<file path="config.mk">
export PLATFORM = sky130hd
export DESIGN_NAME = muldiv_unit
export DESIGN_NICKNAME = d
export VERILOG_FILES = /design/src/rtl/muldiv_unit.sv
export SDC_FILE = /design/constraint.sdc
export NUM_CORES = 2
export LEC_CHECK = 0
export CORE_ASPECT_RATIO = 1.5
export CORE_MARGIN = 4
export CORE_UTILIZATION = 45
export CTS_BUF_LIST = sky130_fd_sc_hd__clkbuf_8
export DETAILED_ROUTE_END_ITERATION = 10
export HOLD_SLACK_MARGIN = 0.08
export PLACE_DENSITY = 0.59
export SYNTH_ARGS = -nofsm -noshare
export SYNTH_HDL_FRONTEND = slang
export SYNTH_SLANG_ARGS = --single-unit
</file>
<file path="constraint.sdc">
create_clock -name clk -period 11.45 [get_ports clk]
set_input_delay 2.29 -clock clk [delete_from_list [all_inputs] [get_ports clk]]
set_output_delay 2.29 -clock clk [all_outputs]
set_load 0.005 [all_outputs]
</file>
<file path="src/rtl/muldiv_unit.sv">
// muldiv_unit: iterative multiply/divide unit for the execute stage.
// MUL-class ops finish in 2 cycles; DIV-class ops use a restoring radix-2
// divider producing one quotient bit per cycle (XLEN+1 cycle latency).
// Optional macro MULDIV_FAST_DIV_EN: divide-by-zero and signed-overflow
// divides bypass the iterative path and complete one cycle after accept.
module muldiv_unit #(
    parameter int unsigned XLEN = 32
) (
    input  logic            clk,
    input  logic            rst,
    input  logic            valid_i,
    input  logic [4:0]      alu_ctrl_i,
    input  logic [XLEN-1:0] op_a_i,
    input  logic [XLEN-1:0] op_b_i,
    input  logic            flush_i,
    output logic            ready_o,
    output logic            busy_o,
    output logic            done_o,
    output logic [XLEN-1:0] result_o
);

    // alu_ctrl operation codes handled by this unit
    localparam logic [4:0] OP_MUL    = 5'd10;
    localparam logic [4:0] OP_MULH   = 5'd11;
    localparam logic [4:0] OP_MULHSU = 5'd12;
    localparam logic [4:0] OP_MULHU  = 5'd13;
    localparam logic [4:0] OP_DIV    = 5'd14;
    localparam logic [4:0] OP_DIVU   = 5'd15;
    localparam logic [4:0] OP_REM    = 5'd16;
    localparam logic [4:0] OP_REMU   = 5'd17;

    localparam int unsigned CW = (XLEN > 1) ? $clog2(XLEN) : 1;

    typedef enum logic [1:0] {S_IDLE, S_MUL, S_DIV, S_DONE} state_t;

    state_t          state;
    logic [4:0]      op;
    logic [XLEN-1:0] a_q, b_q, dvsr, quo, rem;
    logic [CW-1:0]   cnt;

    logic            is_mul_in, is_div_in, sgn_in, accept;
    logic [XLEN-1:0] a_mag, b_mag;
    logic            sa, sb;
    logic [2*XLEN-1:0] prod;
    logic [XLEN-1:0] mul_res;
    logic [XLEN:0]   rem_sh, diff;
    logic            q_bit, is_rem, sgn_op, neg_q, neg_r;
    logic [XLEN-1:0] rem_nx, quo_nx, q_fix, r_fix, div_res;
`ifdef MULDIV_FAST_DIV_EN
    logic            special_in, rem_in;
    logic [XLEN-1:0] fast_res;
`endif

    assign ready_o = (state == S_IDLE);
    assign busy_o  = (state == S_MUL) || (state == S_DIV);
    assign done_o  = (state == S_DONE) && !flush_i;

    // Request decode and operand magnitudes for the divider
    always_comb begin
        is_mul_in = (alu_ctrl_i == OP_MUL) || (alu_ctrl_i == OP_MULH) ||
                    (alu_ctrl_i == OP_MULHSU) || (alu_ctrl_i == OP_MULHU);
        is_div_in = (alu_ctrl_i == OP_DIV) || (alu_ctrl_i == OP_DIVU) ||
                    (alu_ctrl_i == OP_REM) || (alu_ctrl_i == OP_REMU);
        sgn_in    = (alu_ctrl_i == OP_DIV) || (alu_ctrl_i == OP_REM);
        accept    = valid_i && (state == S_IDLE) && !flush_i && (is_mul_in || is_div_in);
        a_mag     = (sgn_in && op_a_i[XLEN-1]) ? (~op_a_i + 1'b1) : op_a_i;
        b_mag     = (sgn_in && op_b_i[XLEN-1]) ? (~op_b_i + 1'b1) : op_b_i;
`ifdef MULDIV_FAST_DIV_EN
        rem_in     = (alu_ctrl_i == OP_REM) || (alu_ctrl_i == OP_REMU);
        special_in = (op_b_i == '0) ||
                     (sgn_in && (op_a_i == {1'b1, {(XLEN-1){1'b0}}}) && (op_b_i == '1));
        if (op_b_i == '0)
            fast_res = rem_in ? op_a_i : '1;
        else
            fast_res = rem_in ? '0 : {1'b1, {(XLEN-1){1'b0}}};
`endif
    end

    // Multiplier: operands sign/zero-extended to 2*XLEN, product taken modulo 2^(2*XLEN)
    always_comb begin
        sa      = (op == OP_MULH) || (op == OP_MULHSU);
        sb      = (op == OP_MULH);
        prod    = {{XLEN{sa & a_q[XLEN-1]}}, a_q} * {{XLEN{sb & b_q[XLEN-1]}}, b_q};
        mul_res = (op == OP_MUL) ? prod[XLEN-1:0] : prod[2*XLEN-1:XLEN];
    end

    // One restoring-division step plus final sign fix-up and divide-by-zero override
    always_comb begin
        rem_sh  = {rem, quo[XLEN-1]};
        diff    = rem_sh - {1'b0, dvsr};
        q_bit   = ~diff[XLEN];
        rem_nx  = q_bit ? diff[XLEN-1:0] : rem_sh[XLEN-1:0];
        quo_nx  = {quo[XLEN-2:0], q_bit};
        is_rem  = (op == OP_REM) || (op == OP_REMU);
        sgn_op  = (op == OP_DIV) || (op == OP_REM);
        neg_q   = sgn_op && (a_q[XLEN-1] ^ b_q[XLEN-1]);
        neg_r   = sgn_op && a_q[XLEN-1];
        q_fix   = neg_q ? (~quo_nx + 1'b1) : quo_nx;
        r_fix   = neg_r ? (~rem_nx + 1'b1) : rem_nx;
        // Signed overflow needs no override: |min|/1 already yields min with no negation
        if (b_q == '0)
            div_res = is_rem ? a_q : '1;
        else
            div_res = is_rem ? r_fix : q_fix;
    end

    // Control FSM, operand capture, divider datapath and result register
    always_ff @(posedge clk or posedge rst) begin
        if (rst) begin
            state    <= S_IDLE;
            op       <= '0;
            a_q      <= '0;
            b_q      <= '0;
            dvsr     <= '0;
            quo      <= '0;
            rem      <= '0;
            cnt      <= '0;
            result_o <= '0;
        end else begin
            case (state)
                S_IDLE: begin
                    if (accept) begin
                        op   <= alu_ctrl_i;
                        a_q  <= op_a_i;
                        b_q  <= op_b_i;
                        dvsr <= b_mag;
                        quo  <= a_mag;
                        rem  <= '0;
                        cnt  <= CW'(XLEN - 1);
                        if (!is_div_in) begin
                            state <= S_MUL;
                        end
`ifdef MULDIV_FAST_DIV_EN
                        else if (special_in) begin
                            result_o <= fast_res;
                            state    <= S_DONE;
                        end
`endif
                        else begin
                            state <= S_DIV;
                        end
                    end
                end
                S_MUL: begin
                    if (flush_i) begin
                        state <= S_IDLE;
                    end else begin
                        result_o <= mul_res;
                        state    <= S_DONE;
                    end
                end
                S_DIV: begin
                    if (flush_i) begin
                        state <= S_IDLE;
                        cnt   <= '0;
                    end else begin
                        quo <= quo_nx;
                        rem <= rem_nx;
                        if (cnt == '0) begin
                            result_o <= div_res;
                            state    <= S_DONE;
                        end else begin
                            cnt <= cnt - 1'b1;
                        end
                    end
                end
                S_DONE: begin
                    state <= S_IDLE;
                end
                default: begin
                    state <= S_IDLE;
                end
            endcase
        end
    end

endmodule

</file>
Word-level counts from Yosys, hierarchy flattened
Index checks and enable logic that the tools add are counted.

storage, ports and cells
  flip-flop bits (word level) = 204
  input bits = 73
  output and inout bits = 35
  logic and storage cells = 107

cells by class
  add/subtract/negate cells = 6
  multiply operators = 1
  equal/unequal tests = 23
  multiplexer cells = 29
  bitwise logic cells = 8
  reduce and logical (&&, ||, !) cells = 31

operator list
  cell                                                                number
  32-bit two-way mux                                                  16
  32-bit one-hot mux with 2 select lines                              3
  32-bit by 1-bit adder with 32-bit output, second input constant     4
  32-bit inverter                                                     4
  33-bit by 33-bit multiplier with 64-bit output                      1
  5-bit by 4-bit == test with 1-bit output, second input constant     10
  33-bit by 32-bit subtractor with 33-bit output                      1
  32-bit zero test                                                    1
  5-bit == test, second input constant                                4
  5-bit two-way mux                                                   3
  1-bit logical OR                                                    12
  2-bit two-way mux                                                   5
  5-bit one-hot mux with 2 select lines                               1
  1-bit logical AND                                                   8
  2-bit one-hot mux with 4 select lines                               1
  3-bit AND reduction                                                 2
  5-bit zero test                                                     1
  5-bit by 1-bit subtractor with 5-bit output, second input constant  1
  2-bit == test, second input constant                                2
  2-bit by 1-bit != test with 1-bit output, second input constant     2
  2-bit != test, second input constant                                2
  2-bit AND reduction                                                 2
  4-bit AND reduction                                                 1
  2-bit nonzero test                                                  2
  other kinds (8)                                                     9

Longest topological paths before layout
  word-level depth = 10
  depth in mapped cells = 34
  gate-level depth less buffers = 32

Worst setup path after synthesis
Ideal clock, no wire load.

  kind = register to register
  start = reg op[3]
  end = reg result_o[28]
  setup time = 0.124 ns
  arrival = 8.610 ns
  required time = 11.326 ns
  setup slack = 2.716 ns
  cell stages (with the launch flop) = 32
  buffers on the path = 2
  clock period less this slack = 8.734 ns
  cells stage by stage = dfrtp_1 -> nor2b_1 -> nand2_1 -> a21oi_1 -> clkbuf_1 -> clkbuf_1 -> nand2_1 -> fa_1 -> fa_1 -> inv_1 -> fa_1 -> inv_1 -> fa_1 -> inv_1 -> fa_1 -> fa_1 -> fa_1 -> inv_1 -> fa_1 -> inv_1 -> ha_1 -> or3_1 -> o21ai_0 -> a31oi_1 -> nand3_1 -> o31ai_1 -> nor4_1 -> nor3_1 -> a31oi_1 -> xor2_1 -> o22ai_1 -> a211o_1

on the way
  cells in the longest elaborated chain, start to end = 9
  elaborated cells on any way between the ends = 24
  classes of those cells = 1 x mul; 6 x eq/ne; 10 x mux; 2 x bitwise; 5 x reduce/logical

ends and longest elaborated chain
  item                                                                                    RTL line  source
  start: declaration                                                                      37        logic [4:0] op;
  start signal: assignment                                                                123       op <= alu_ctrl_i;
  branches (longest 8 deep; another with 33-bit by 33-bit multiplier with 64-bit output)  --
  32-bit one-hot mux with 2 select lines (*)                                              120       case (state)
  end signal: assignment                                                                  148       result_o <= mul_res;
  end signal: assignment                                                                  160       result_o <= div_res;
  end: declaration                                                                        19        output logic [XLEN-1:0] result_o

Every way passes the cells marked *. The select of a mux whose other input is x is not followed.
A chain may end at the register's enable or synchronous reset.

Worst setup path in the final report
  start = reg op[1]
  end = reg result_o[28]

Same word-level chain as after synthesis.

==> impl.org <==
** Clock tree
- Buffer levels on the longest clock path :: 3
- CTS built an H-tree with a depth of 1.
- Hold bufs inserted after CTS :: 0
- After clock tree synthesis, the repair step resized 0 gates.
- TritonCTS built the clock tree.
- For the worst-skew pair, the clock arrives at the later sink with an insertion delay of a little under 700 ps.
- Post-CTS setup buffer count :: 0
- Total clock sinks :: 203
- Clock-pin slew was measured on the worst setup and hold paths at 70 ps.
- The root buffer cell chosen for the clock tree is sky130_fd_sc_hd__clkbuf_8.
- TritonCTS buffer count :: 30

** Synth
- The synthesized design spends more area on one cell type than any other, namely sky130_fd_sc_hd__fa_1.
- Among all flip-flop cells after synthesis, the most frequent one is sky130_fd_sc_hd__dfrtp_1.
- Of the post-synthesis cell area, the dominant cell type holds 0.431.
- Count of synthesis-stage warnings from yosys :: 0
- Yosys mapped a number of flops with a built-in enable equal to 0.
- The cell count after synthesis came out at 5966.
- Unique masters post-synth :: 85
- Leading cell type by number of instances after synthesis :: sky130_fd_sc_hd__inv_1
- Synthesized area per cell :: 8.77 um^2
- Synth async-reset ratio :: 1.00
- The share of the Yosys chip area taken by registers is 0.0971.
- Yosys attributes the largest share of cell area to sky130_fd_sc_hd__fa_1, sky130_fd_sc_hd__dfrtp_1, sky130_fd_sc_hd__inv_1.
- Number of synthesized register bits :: 203
- Commonest cells post-synth :: sky130_fd_sc_hd__inv_1, sky130_fd_sc_hd__fa_1, sky130_fd_sc_hd__nand2_1
- The number of nets in the synthesized netlist is 7420.
- Area of the mapped netlist :: 0.0523 mm^2

** Setup path
- Among the stages of the critical path, the cell type that occurs most often is sky130_fd_sc_hd__fa_1.
- STA classifies the critical path startpoint as a flop.
- Start-to-end type of the worst setup path :: flop to flop
- STA classifies the critical path endpoint as a flop.
- In this run the worst path has a maximum fanout of 16.
- Data arrives at the worst endpoint at about 11000 ps.
- Max incr delay on CP :: 920 ps
- For this design, the slowest cell found on the critical path is sky130_fd_sc_hd__a21oi_2.
- CP Data Required Time :: 12010 ps

** Routing
- For this run, design rule violations remaining after detail routing come to 0.
- Sum of routed wire length over all layers :: 184 mm
- Iteration-0 DRC Markers :: 2791
- The routed layout has roughly 42000 vias.
- Dividing the detail-routed via count by the number of cells gives between 5 and 6.
- After detailed routing, the average wire length per cell comes to between 20 and 25 um.
- Once detail routing completed, the nets flagged for antenna violations numbered 0.
- DR pass1 iterations :: 7

** STA
- Final-report hold violation count :: 0
- Across the routed clock network, the largest skew measured is 89.7 ps.
- Setup repair after global routing left no endpoint under its margin.
- # setup viols final :: 0
- Sum of negative setup slack :: 0 ps
- The number of max-slew violations in the final report was 0.
- Achievable Freq :: between 0.09 and 0.1 GHz
- Measured slew at the worst slew-check pin :: 1220 ps
- Dividing the final minimum period by the clock period gives 0.888.
- Across all hold checks on the routed design, the worst slack comes to 523 ps.
- The worst path needs 10170 ps of the cycle, external delays included.
- Headroom to the max-slew limit came out at 0.189.

** GRT
- Maximum number of pins on one net before global-route repair :: 139
- After global routing the overflow that remains totals 0.
- The initial antenna violation count came to 6.
- The number of global-route vias before repair came to around 46000.
- The first global-routing pass estimated 281 mm of wire.
- For this run, the total global-route usage over all layers was measured as 0.308.

** Final layout
- Fin nets :: 7320
- In the final layout, the multi-input gates occupy between 0.04 and 0.05 mm^2.
- Of the cells placed in the final design, the portion with a size suffix greater than 1 is 0.0503.
- At the end of the flow the core is filled with cells to 0.481.
- Area growth from synthesis to layout :: 6.41%
- The finished cells cover 0.0557 mm^2.
- Filler cells :: 11200
- Register cell area after layout :: roughly 0.005 mm^2

** Status
- The flow ran to the end, and the final reports show no timing, DRC or antenna violations.

** Place
- Final RePlAce weighted congestion :: 1.03
- The HPWL after detailed placement is 146 mm.
- Cell area after placement :: 0.0549 mm^2
- Port-buffer cells :: 107

** Floorplan
- 108 I/O pins were placed.
- Initial Util :: 0.452
- After floorplanning, the core was sized to cover 0.116 mm^2.
- The die covers about 0.12 mm^2.
- The floorplan step set the die width to between 200 and 300 um.
- The floorplan has 153 rows.
- The die is between 400 and 500 um tall.

** Worst hold path
- The min-delay analysis places its worst path in the category flop to flop.

** Job
- Max-cap violations in this run came to 0.
## placed cells by master, fill, tap and decap left out, types with 113 or more instances in the layout
cell type                 synthesis  layout
sky130_fd_sc_hd__a21oi_1        238     237
sky130_fd_sc_hd__and2_1         324     324
sky130_fd_sc_hd__buf_4            0     113
sky130_fd_sc_hd__dfrtp_1        203     200
sky130_fd_sc_hd__fa_1          1126    1126
sky130_fd_sc_hd__ha_1           255     254
sky130_fd_sc_hd__inv_1         1232    1234
sky130_fd_sc_hd__nand2_1        952     952
sky130_fd_sc_hd__nor2_1         239     236
sky130_fd_sc_hd__o21ai_0        170     170
## kinds of logic (layout without fill, tap and decap cells)
group | Yosys count | in the layout | synth area share
compound gates | 728 | 728 | 0.0882
xor+xnor | 210 | 210 | 0.0355
fa+ha+maj | 1381 | 1381 | 0.492
buf+inv | 1587 | 1510 | 0.114
flops | 203 | 203 | 0.0971
mux | 101 | 101 | 0.0212
other cells | 0 | 7 | 0
simple gates | 1756 | 1756 | 0.152
## critical path: cells and delay by family, from the launching register on
kind                     cells  cell delay (ps)
XOR/XNOR                     1              170
adder cells (fa/ha/maj)      9             4910
flip-flops                   1              440
AO/OA/AOI/OAI                7             2120
AND/OR/NAND/NOR              7             1370
buffers and inverters        5             1000
## path summary, 6_finish.rpt
check / cells past startpoint / slack, ps / startpoint / endpoint
worst max-delay path: 29 / 1280 / op[1] / result_o[28]
worst min-delay path: 1 / 520 / b_q[4] / b_q[4]
worst max register to register: 29 / 1280 / op[1] / result_o[28]
worst min register to register: 1 / 520 / b_q[4] / b_q[4]
max in group asynchronous: 3 / 7560 / rst / b_q[27]
min in group asynchronous: 2 / 2240 / rst / dvsr[25]
## registers in the layout, summed over array words and instances, names as in the netlist
signal / cells
op: 5
quo: 32
b_q: 32
result_o: 32
cnt: 5
dvsr: 31
state: 2
rem: 32
a_q: 32
## layout make-up
class / count / area share
diodes: 7 / 0.000315
clock buffers: 39 / 0.00964
clock inverters: 16 / 0.00351
inverters: 1232 / 0.0832
multi-input cells: 4176 / 0.742
flip-flops and latches: 203 / 0.0913
well taps: 1550 / 0.0348
repair buffers: 223 / 0.0355
## through the flow
stage                     std cells  worst slack, ps
after floorplan                5966             2720
after global routing           7440              572
after global placement         7384             1390
after CTS                      7439             1250
final                          7446             1280
after detailed placement       7384             1290
## layer usage
metal | vias up | wire length [um] | GRT usage
li1 | 17900 | - | -
met1 | 21600 | 65100 | 0.353
met2 | 1672 | 89300 | 0.523
met3 | 609 | 11700 | 0.0374
met4 | 2 | 18100 | 0.236
met5 | - | 13 | 0
Power is not shown: default switching activity piles up to over one toggle a cycle in this logic, so the estimate is an artifact.
